$ cat config.mk
export PLATFORM = sky130hd
export DESIGN_NAME = cpu_fetch_decode
export DESIGN_NICKNAME = d
export VERILOG_FILES = /design/src/rtl/cpu_pkg.sv /design/src/rtl/cpu_instr_decoder.sv /design/src/rtl/cpu_fetch_decode.sv
export SDC_FILE = /design/constraint.sdc
export NUM_CORES = 1
export LEC_CHECK = 0
export ABC_CLOCK_PERIOD_IN_PS = 2800
export BUFFER_PORTS_ARGS = -buffer_cell sky130_fd_sc_hd__buf_4
export CAP_MARGIN = 20
export CORE_UTILIZATION = 47
export DETAILED_ROUTE_END_ITERATION = 10
export PLACE_DENSITY_LB_ADDON = 0.1
export SLEW_MARGIN = 20
export SYNTH_ARGS = -nofsm -noshare
export SYNTH_HDL_FRONTEND = slang
export SYNTH_SLANG_ARGS = --single-unit
$ cat constraint.sdc
create_clock -name clk -period 2.8 [get_ports clk]
set_input_delay 0.42 -clock clk [delete_from_list [all_inputs] [get_ports clk]]
set_output_delay 0.42 -clock clk [all_outputs]
set_load 0.01 [all_outputs]
$ cat src/rtl/cpu_pkg.sv
// Shared CPU definitions: widths, instruction opcodes, execute-stage op encoding, front-end states.
package cpu_pkg;

  localparam int CPU_DATA_WIDTH     = 8;
  localparam int CPU_ADDR_WIDTH     = 8;
  localparam int CPU_REG_NUM        = 16;
  localparam int CPU_REG_ADDR_WIDTH = $clog2(CPU_REG_NUM);
  localparam int CPU_CMD_WIDTH      = 16;

  // Instruction word opcode field [15:12]
  localparam logic [3:0] OPC_NOP  = 4'h0;
  localparam logic [3:0] OPC_MUL  = 4'h1;
  localparam logic [3:0] OPC_XNOR = 4'h2;
  localparam logic [3:0] OPC_MOV  = 4'h3;
  localparam logic [3:0] OPC_JUMP = 4'h4;
  localparam logic [3:0] OPC_LOAD = 4'h5;

  // Decoded op as seen by the execute stage
  typedef enum logic [2:0] {
    OP_NOP  = 3'd0,
    OP_MUL  = 3'd1,
    OP_XNOR = 3'd2,
    OP_MOV  = 3'd3,
    OP_JUMP = 3'd4,
    OP_LOAD = 3'd5
  } op_e;

  typedef enum logic [1:0] {
    S_IDLE    = 2'd0,
    S_FETCH   = 2'd1,
    S_ISSUE   = 2'd2,
    S_BR_WAIT = 2'd3
  } fd_state_e;

endpackage

$ cat src/rtl/cpu_instr_decoder.sv
// Combinational instruction word decoder; unused fields are driven to zero.
module cpu_instr_decoder
  import cpu_pkg::*;
(
  input  logic [CPU_CMD_WIDTH-1:0]      word,
  output logic [2:0]                    op,
  output logic [CPU_REG_ADDR_WIDTH-1:0] rs1,
  output logic [CPU_REG_ADDR_WIDTH-1:0] rs2,
  output logic [CPU_REG_ADDR_WIDTH-1:0] rd,
  output logic [CPU_DATA_WIDTH-1:0]     imm,
  output logic                          illegal
);

  // Split the word into fields according to its opcode
  always_comb begin
    op      = OP_NOP;
    rs1     = '0;
    rs2     = '0;
    rd      = '0;
    imm     = '0;
    illegal = 1'b0;
    case (word[15:12])
      OPC_NOP: ;
      OPC_MUL: begin
        op  = OP_MUL;
        rs1 = word[11:8];
        rs2 = word[7:4];
        rd  = word[3:0];
      end
      OPC_XNOR: begin
        op  = OP_XNOR;
        rs1 = word[11:8];
        rs2 = word[7:4];
        rd  = word[3:0];
      end
      OPC_MOV: begin
        op  = OP_MOV;
        rs1 = word[11:8];
        rd  = word[7:4];
      end
      OPC_JUMP: begin
        op  = OP_JUMP;
        imm = word[7:0];
      end
      OPC_LOAD: begin
        op  = OP_LOAD;
        rd  = word[11:8];
        imm = word[7:0];
      end
      default: illegal = 1'b1;
    endcase
  end

endmodule

$ cat src/rtl/cpu_fetch_decode.sv
// Fetch/decode front end: owns the PC, reads instruction memory, issues one decoded
// instruction at a time over valid/ready and applies JUMP redirects from execute.
module cpu_fetch_decode
  import cpu_pkg::*;
#(
  parameter int DATA_WIDTH = 8,
  parameter int ADDR_WIDTH = 8,
  parameter int REG_NUM    = 16,
  parameter int CMD_WIDTH  = 16
) (
  input  logic                       clk,
  input  logic                       reset,
  input  logic                       en,
  output logic                       imem_rd_en,
  output logic [ADDR_WIDTH-1:0]      imem_addr,
  input  logic [CMD_WIDTH-1:0]       imem_rdata,
  output logic                       dec_valid,
  input  logic                       dec_ready,
  output logic [2:0]                 dec_op,
  output logic [$clog2(REG_NUM)-1:0] dec_rs1,
  output logic [$clog2(REG_NUM)-1:0] dec_rs2,
  output logic [$clog2(REG_NUM)-1:0] dec_rd,
  output logic [DATA_WIDTH-1:0]      dec_imm,
  output logic                       dec_illegal,
  input  logic                       br_valid,
  input  logic                       br_taken
);

  localparam int REG_ADDR_WIDTH = $clog2(REG_NUM);

  fd_state_e                 state, state_nxt;
  logic [ADDR_WIDTH-1:0]     pc;
  logic [ADDR_WIDTH-1:0]     target;
  logic                      rd_en;
  logic                      handshake;

  logic [2:0]                d_op;
  logic [REG_ADDR_WIDTH-1:0] d_rs1, d_rs2, d_rd;
  logic [DATA_WIDTH-1:0]     d_imm;
  logic                      d_illegal;

  cpu_instr_decoder u_decoder (
    .word    (imem_rdata),
    .op      (d_op),
    .rs1     (d_rs1),
    .rs2     (d_rs2),
    .rd      (d_rd),
    .imm     (d_imm),
    .illegal (d_illegal)
  );

  assign handshake  = (state == S_ISSUE) && dec_ready;
  assign dec_valid  = (state == S_ISSUE);
  assign imem_addr  = pc;
  assign imem_rd_en = rd_en;

  // Next-state and read-strobe selection
  always_comb begin
    state_nxt = state;
    rd_en     = 1'b0;
    case (state)
      S_IDLE: begin
        if (en) begin
          rd_en     = 1'b1;
          state_nxt = S_FETCH;
        end
      end
      S_FETCH: state_nxt = S_ISSUE;
      S_ISSUE: begin
        if (dec_ready) begin
          if (dec_op == OP_JUMP) begin
            state_nxt = S_BR_WAIT;
          end else if (en) begin
            rd_en     = 1'b1;
            state_nxt = S_FETCH;
          end else begin
            state_nxt = S_IDLE;
          end
        end
      end
      S_BR_WAIT: begin
        if (br_valid) state_nxt = S_IDLE;
      end
      default: state_nxt = S_IDLE;
    endcase
  end

  // State, PC, branch target and decoded-output registers
  always_ff @(posedge clk or negedge reset) begin
    if (!reset) begin
      state       <= S_IDLE;
      pc          <= '0;
      target      <= '0;
      dec_op      <= '0;
      dec_rs1     <= '0;
      dec_rs2     <= '0;
      dec_rd      <= '0;
      dec_imm     <= '0;
      dec_illegal <= 1'b0;
    end else begin
      state <= state_nxt;
      if (state == S_FETCH) begin
        dec_op      <= d_op;
        dec_rs1     <= d_rs1;
        dec_rs2     <= d_rs2;
        dec_rd      <= d_rd;
        dec_imm     <= d_imm;
        dec_illegal <= d_illegal;
        pc          <= pc + ADDR_WIDTH'(1);
      end
      if (handshake && (dec_op == OP_JUMP)) begin
        target <= dec_imm;
      end
      if ((state == S_BR_WAIT) && br_valid && br_taken) begin
        pc <= target;
      end
    end
  end

endmodule

# Word level (Yosys, flattened, before mapping)
# Index checks and enable logic that the tools add are counted.
# W data, S select, Z words.
# totals
output_inout_bits	34
reg_bits	42
# classes
reduce_logical	12
eq_ne	12
mux	18
add_sub_neg	1
# op_table
op	n
$mux W8	3
$pmux W3 S5	1
$pmux W4 S3	1
$add A8 B1 Y8 const B	1
$eq A4 B2 Y1 const B	2
$eq A4 B3 Y1 const B	2
$mux W2	4
$mux W4	2
$pmux W2 S4	1
$reduce_or A6 Y1	1
$mux W1	5
$eq A2 B2 Y1 const B	2
$eq A4 B1 Y1 const B	1
$logic_and A1 B1 Y1	4
$logic_not A4 Y1	1
$ne A2 B2 Y1 const B	2
$reduce_or A2 Y1	2
$eq A3 B3 Y1 const B	1
$reduce_and A3 Y1	1
$reduce_or A3 Y1	1
$eq A2 B1 Y1 const B	1
$logic_not A2 Y1	1
$ne A2 B1 Y1 const B	1
$pmux W1 S2	1
$reduce_bool A2 Y1	1

# Logic depth before layout (Yosys ltp)
# logic_depth
ltp_word	4
depth_mapped	7
depth_no_buf	4

# By module
# From an unflattened synthesis, not the netlist that was laid out.
# hier_totals
cells_unflattened	226
area_unflattened_um2	2080.7
# modules_own_cells
mod	cells_each	n_inst	area_per_inst_um2	seq_area_each_um2
cpu_fetch_decode	190	1	1833.0	1051.0
cpu_instr_decoder	36	1	247.7	0.0

# Worst setup path after synthesis
# Ideal clock, no wire load.
# synth_path
path_type	flip-flop to flip-flop
start	reg state[0]
end	reg target[0]
path_stages_with_launch	6
required_ns	2.675
t_arrival_ns	1.411
period_less_slack_ns	1.535
path_slack_ns	1.265
path_buffers	2
setup_ns	0.125
cell_sequence	dfrtp_1 > buf_4 > nor2b_1 > and3_1 > buf_2 > mux2_2
# synth_between
elab_chain_len	3
# synth_lines
element	line_no	text
start, declared	cpu_fetch_decode.sv:31	fd_state_e state, state_nxt;
start signal, assigned	cpu_fetch_decode.sv:101	state <= state_nxt;
$eq A2 B2 Y1	-	
named net dec_valid	cpu_fetch_decode.sv:17	output logic dec_valid,
$logic_and A1 B1 Y1	cpu_fetch_decode.sv:52	assign handshake = (state == S_ISSUE) && dec_ready;
$logic_and A1 B1 Y1	cpu_fetch_decode.sv:111	if (handshake && (dec_op == OP_JUMP)) begin
end signal, assigned	cpu_fetch_decode.sv:112	target <= dec_imm;
end, declared	cpu_fetch_decode.sv:33	logic [ADDR_WIDTH-1:0] target;
# The timed path passes the listed nets, and every way through them passes these cells.
# A chain may end at the register's enable or synchronous reset.

# Worst setup path after layout
# layout_path
start	reg dec_op[1]
end	out imem_rd_en
# layout_between
elab_chain_len	4
# layout_lines
element	line_no	text
start, declared	cpu_fetch_decode.sv:19	output logic [2:0] dec_op,
start signal, assigned	cpu_fetch_decode.sv:103	dec_op <= d_op;
$eq A3 B3 Y1	cpu_fetch_decode.sv:71	if (dec_op == OP_JUMP) begin
$mux W1	cpu_fetch_decode.sv:71	
$mux W1	cpu_fetch_decode.sv:70	if (dec_ready) begin
$pmux W1 S2	cpu_fetch_decode.sv:61	case (state)
end, declared	cpu_fetch_decode.sv:14	output logic imem_rd_en,
# Every way passes these cells.

==> results.yml <==
sta:
  setup-violations-final: 0
  achievable-frequency_mhz: 534
  finalCritPeriodShare: 0.669
  tightest_slew_ns: 0.579
  setup-tns-final_ns: 0
  postLayoutSetupSlackWorst_ns: 0.928
  fin_worst_hold_slack_ns: 0.0994
  post_layout_minimum_cycle_time_ns: 1.87
  worst_slew_slack_as_a_fraction_of_its_limit: 0.612
  finalMaxSlewViolations: 0
  fin_skew_ns: 0.00459
  hold_viol_final: 0
  rsz0062_at_grt: "no"
worst_hold_path:
  hold_class: "in2async"
worst_setup_path:
  critPathTopFamily: "simple AND/OR/NAND/NOR gates"
  cp-end-kind: "primary output"
  timing.critical_path.arrival_ns: 1.45
  cp_max_fo: 3
  crit_path_start_kind: "flop"
  worst-endpoint-required_ns: 2.38
  crit_path_cell_trace: "nor3b_1 -> o21ai_0 -> nor2b_1 -> buf_4"
  critical_path.slowest_cell: "sky130_fd_sc_hd__dfrtp_1"
  worstPathBufferInverterCount: 1
  critical-path-max-stage-delay_ns: 0.40
  crit_type: "reg2out"
placed_design:
  gp_congestion: 0.788
  number_of_input_and_output_port_buffers_inserted: 55
  dp.final_hpwl_um: 3230
  worst_slack_at_placement_ns: 0.967
clock_network:
  cts.clk_slew.worst_paths_ns: 0.08
  total_cts_buffers: 5
  cts-resized-gates: 0
  maximum_clock_insertion_buffer_count: 2
  cts_setup_buffers: 0
  clk_latency_ns: 0.29
  cts.sink_count: 42
  count_of_hold_fix_buffers_inserted_at_cts: 0
  tritoncts: "done"
  ctsHtreeMaxLevel: 2
  root_buffer: "sky130_fd_sc_hd__clkbuf_8"
routing:
  finalWirelength_um: 4330
  drtAntennaViolNets: 0
  detail_route.drc_violations: 0
  num_vias: 1571
  drt-vias-per-instance: 5.84
  firstDrtPassIters: 5
  wl_per_cell_um: 16.1
  drtIter0Drc: 104
synthesis:
  ys_ff_latch: 42
  synth_sequential_area_ratio: 0.538
  syn-num-nets: 189
  synth_cell_types: 39
  ys.warnings.count: 0
  synth.avg_cell_area_sq_um: 11.8
  post_synth_inst_count: 166
  mappedNetlistArea_sq_um: 1950
global_routing:
  grt_max_degree: 43
  overall_overflow_remaining_after_global_route: 0
  antenna_violations_before_repair: 0
  grt.total_usage: 0.213
  grt_pass1_vias: 1442
  grt_first_pass_wirelength_um: 6970
layout:
  leading_cell_types_in_the_layout_fill_and_taps_excluded: "sky130_fd_sc_hd__buf_4, sky130_fd_sc_hd__dfrtp_1, sky130_fd_sc_hd__a22o_1"
  layout_commonest_cell: "sky130_fd_sc_hd__buf_4"
  syn2layout_area_growth_pct: 26.6
  layout-drive-gt1-share: 0.352
  finalNetCount: 241
  antenna-diode-count: 0
floorplan:
  floorplan.core_area_sq_um: 4000
  floorplan.die.width_um: 66.5
  floorplan.initialDensity: 0.489
  top_level_ports: 56
  core.rowCount: 23
  die_area_sq_um: 4420
  chipHeight_um: 66.5
status:
  run_status: "complete, no violations"
pwr:
  leakage_nw: 1.22
  power_density_nw_per_um2: 922
  vdd.ir_drop.worst_mv: 0.354
flow_run:
  cap_violations: 0
state kept, by name, indices dropped and copies added (netlist names):
signal / count
dec_rs2: 4
imem_addr: 8
dec_illegal: 1
dec_rd: 4
dec_imm: 8
dec_rs1: 4
state: 2
dec_op: 3
target: 8
synth_stat cells (all sizes together):
library cell	count	area share
a2111oi	1	0.0077
a21o	2	0.0077
a21oi	1	0.0026
a221o	6	0.031
a22o	17	0.076
a22oi	1	0.0038
a311o	1	0.0051
a31oi	1	0.0032
and2	4	0.013
and3	1	0.0032
and4	1	0.0045
buf	9	0.031
clkbuf	1	0.0019
dfrtp	42	0.54
ha	1	0.0064
inv	4	0.0077
mux2	9	0.052
mux2i	1	0.0051
nand2	13	0.025
nand2b	2	0.010
nand3	8	0.020
nand3b	5	0.019
nand4	5	0.016
nor2	4	0.0077
nor2b	3	0.0096
nor3	3	0.0077
nor3b	1	0.0038
nor4	2	0.017
nor4b	1	0.012
o211ai	4	0.015
o21ai	7	0.018
or3	2	0.0064
or4	2	0.0077
xnor2	1	0.0045
worst paths after layout:
| check | slack [ns] | endpoint | start | cells past startpoint |
|---|---|---|---|---|
| min in group clk | 0.35 | dec_rs1[3]$_DFFE_PN0P_ | imem_rdata[11] | 2 |
| max in group asynchronous | 2.34 | dec_rd[0]$_DFFE_PN0P_ | reset | 1 |
| setup / recovery | 0.93 | imem_rd_en | dec_op[1]$_DFFE_PN0P_ | 4 |
| hold / removal | 0.1 | imem_addr[7]$_DFFE_PN0P_ | reset | 1 |
| setup reg to reg | 0.96 | dec_rd[3]$_DFFE_PN0P_ | state[1]$_DFFE_PN0P_ | 3 |
| hold reg to reg | 0.51 | dec_op[2]$_DFFE_PN0P_ | dec_op[2]$_DFFE_PN0P_ | 1 |
final cells by class:
cell class,instances,area (sq um)
Clock inverter,3,40.0
Tap cell,50,62.6
Clock buffer,5,68.8
Multi-Input combinational cell,110,825
Sequential cell,42,1050
Fill cell,341,1530
Timing Repair Buffer,55,413
Inverter,4,15.0
through the flow:
step / area [sq um] / util / power [mW] / std cells
3_5_place_dp: 2370 / 0.591 / 1.84 / 261
6_report: 2470 / 0.619 / 2.28 / 269
2_1_floorplan: 1950 / - / 1.46 / 166
5_1_grt: 2470 / 0.619 / 2.43 / 269
3_3_place_gp: 2370 / 0.591 / 1.80 / 261
4_1_cts: 2470 / 0.619 / 2.30 / 269
layer usage:
layer  global-route usage  vias up  wire [um]
li1                     -      728          -
met4               0.0691        0         36
met3               0.0479        4        225
met5                    0        -          0
met2                0.352       64       2160
met1                0.276      775       1910
power by group:
group          total [mW]  switching, mW  internal (mW)
sequential           1.00          0.197          0.805
combinational       0.820          0.389          0.431
clock               0.461          0.198          0.262
cell families (layout without fill, tap and decap cells):
logic type	count (synthesis)	after routing	synth area share
and+or+nand+nor	57	57	0.184
DFF	42	42	0.538
AOI/OAI and AO/OA	41	41	0.170
buffers and inverters	14	67	0.0403
muxes	10	10	0.0570
adders and majority gates	1	1	0.00640
xor gates and xnor gates	1	1	0.00448
Note: power is estimated with default switching activity, not from simulation.
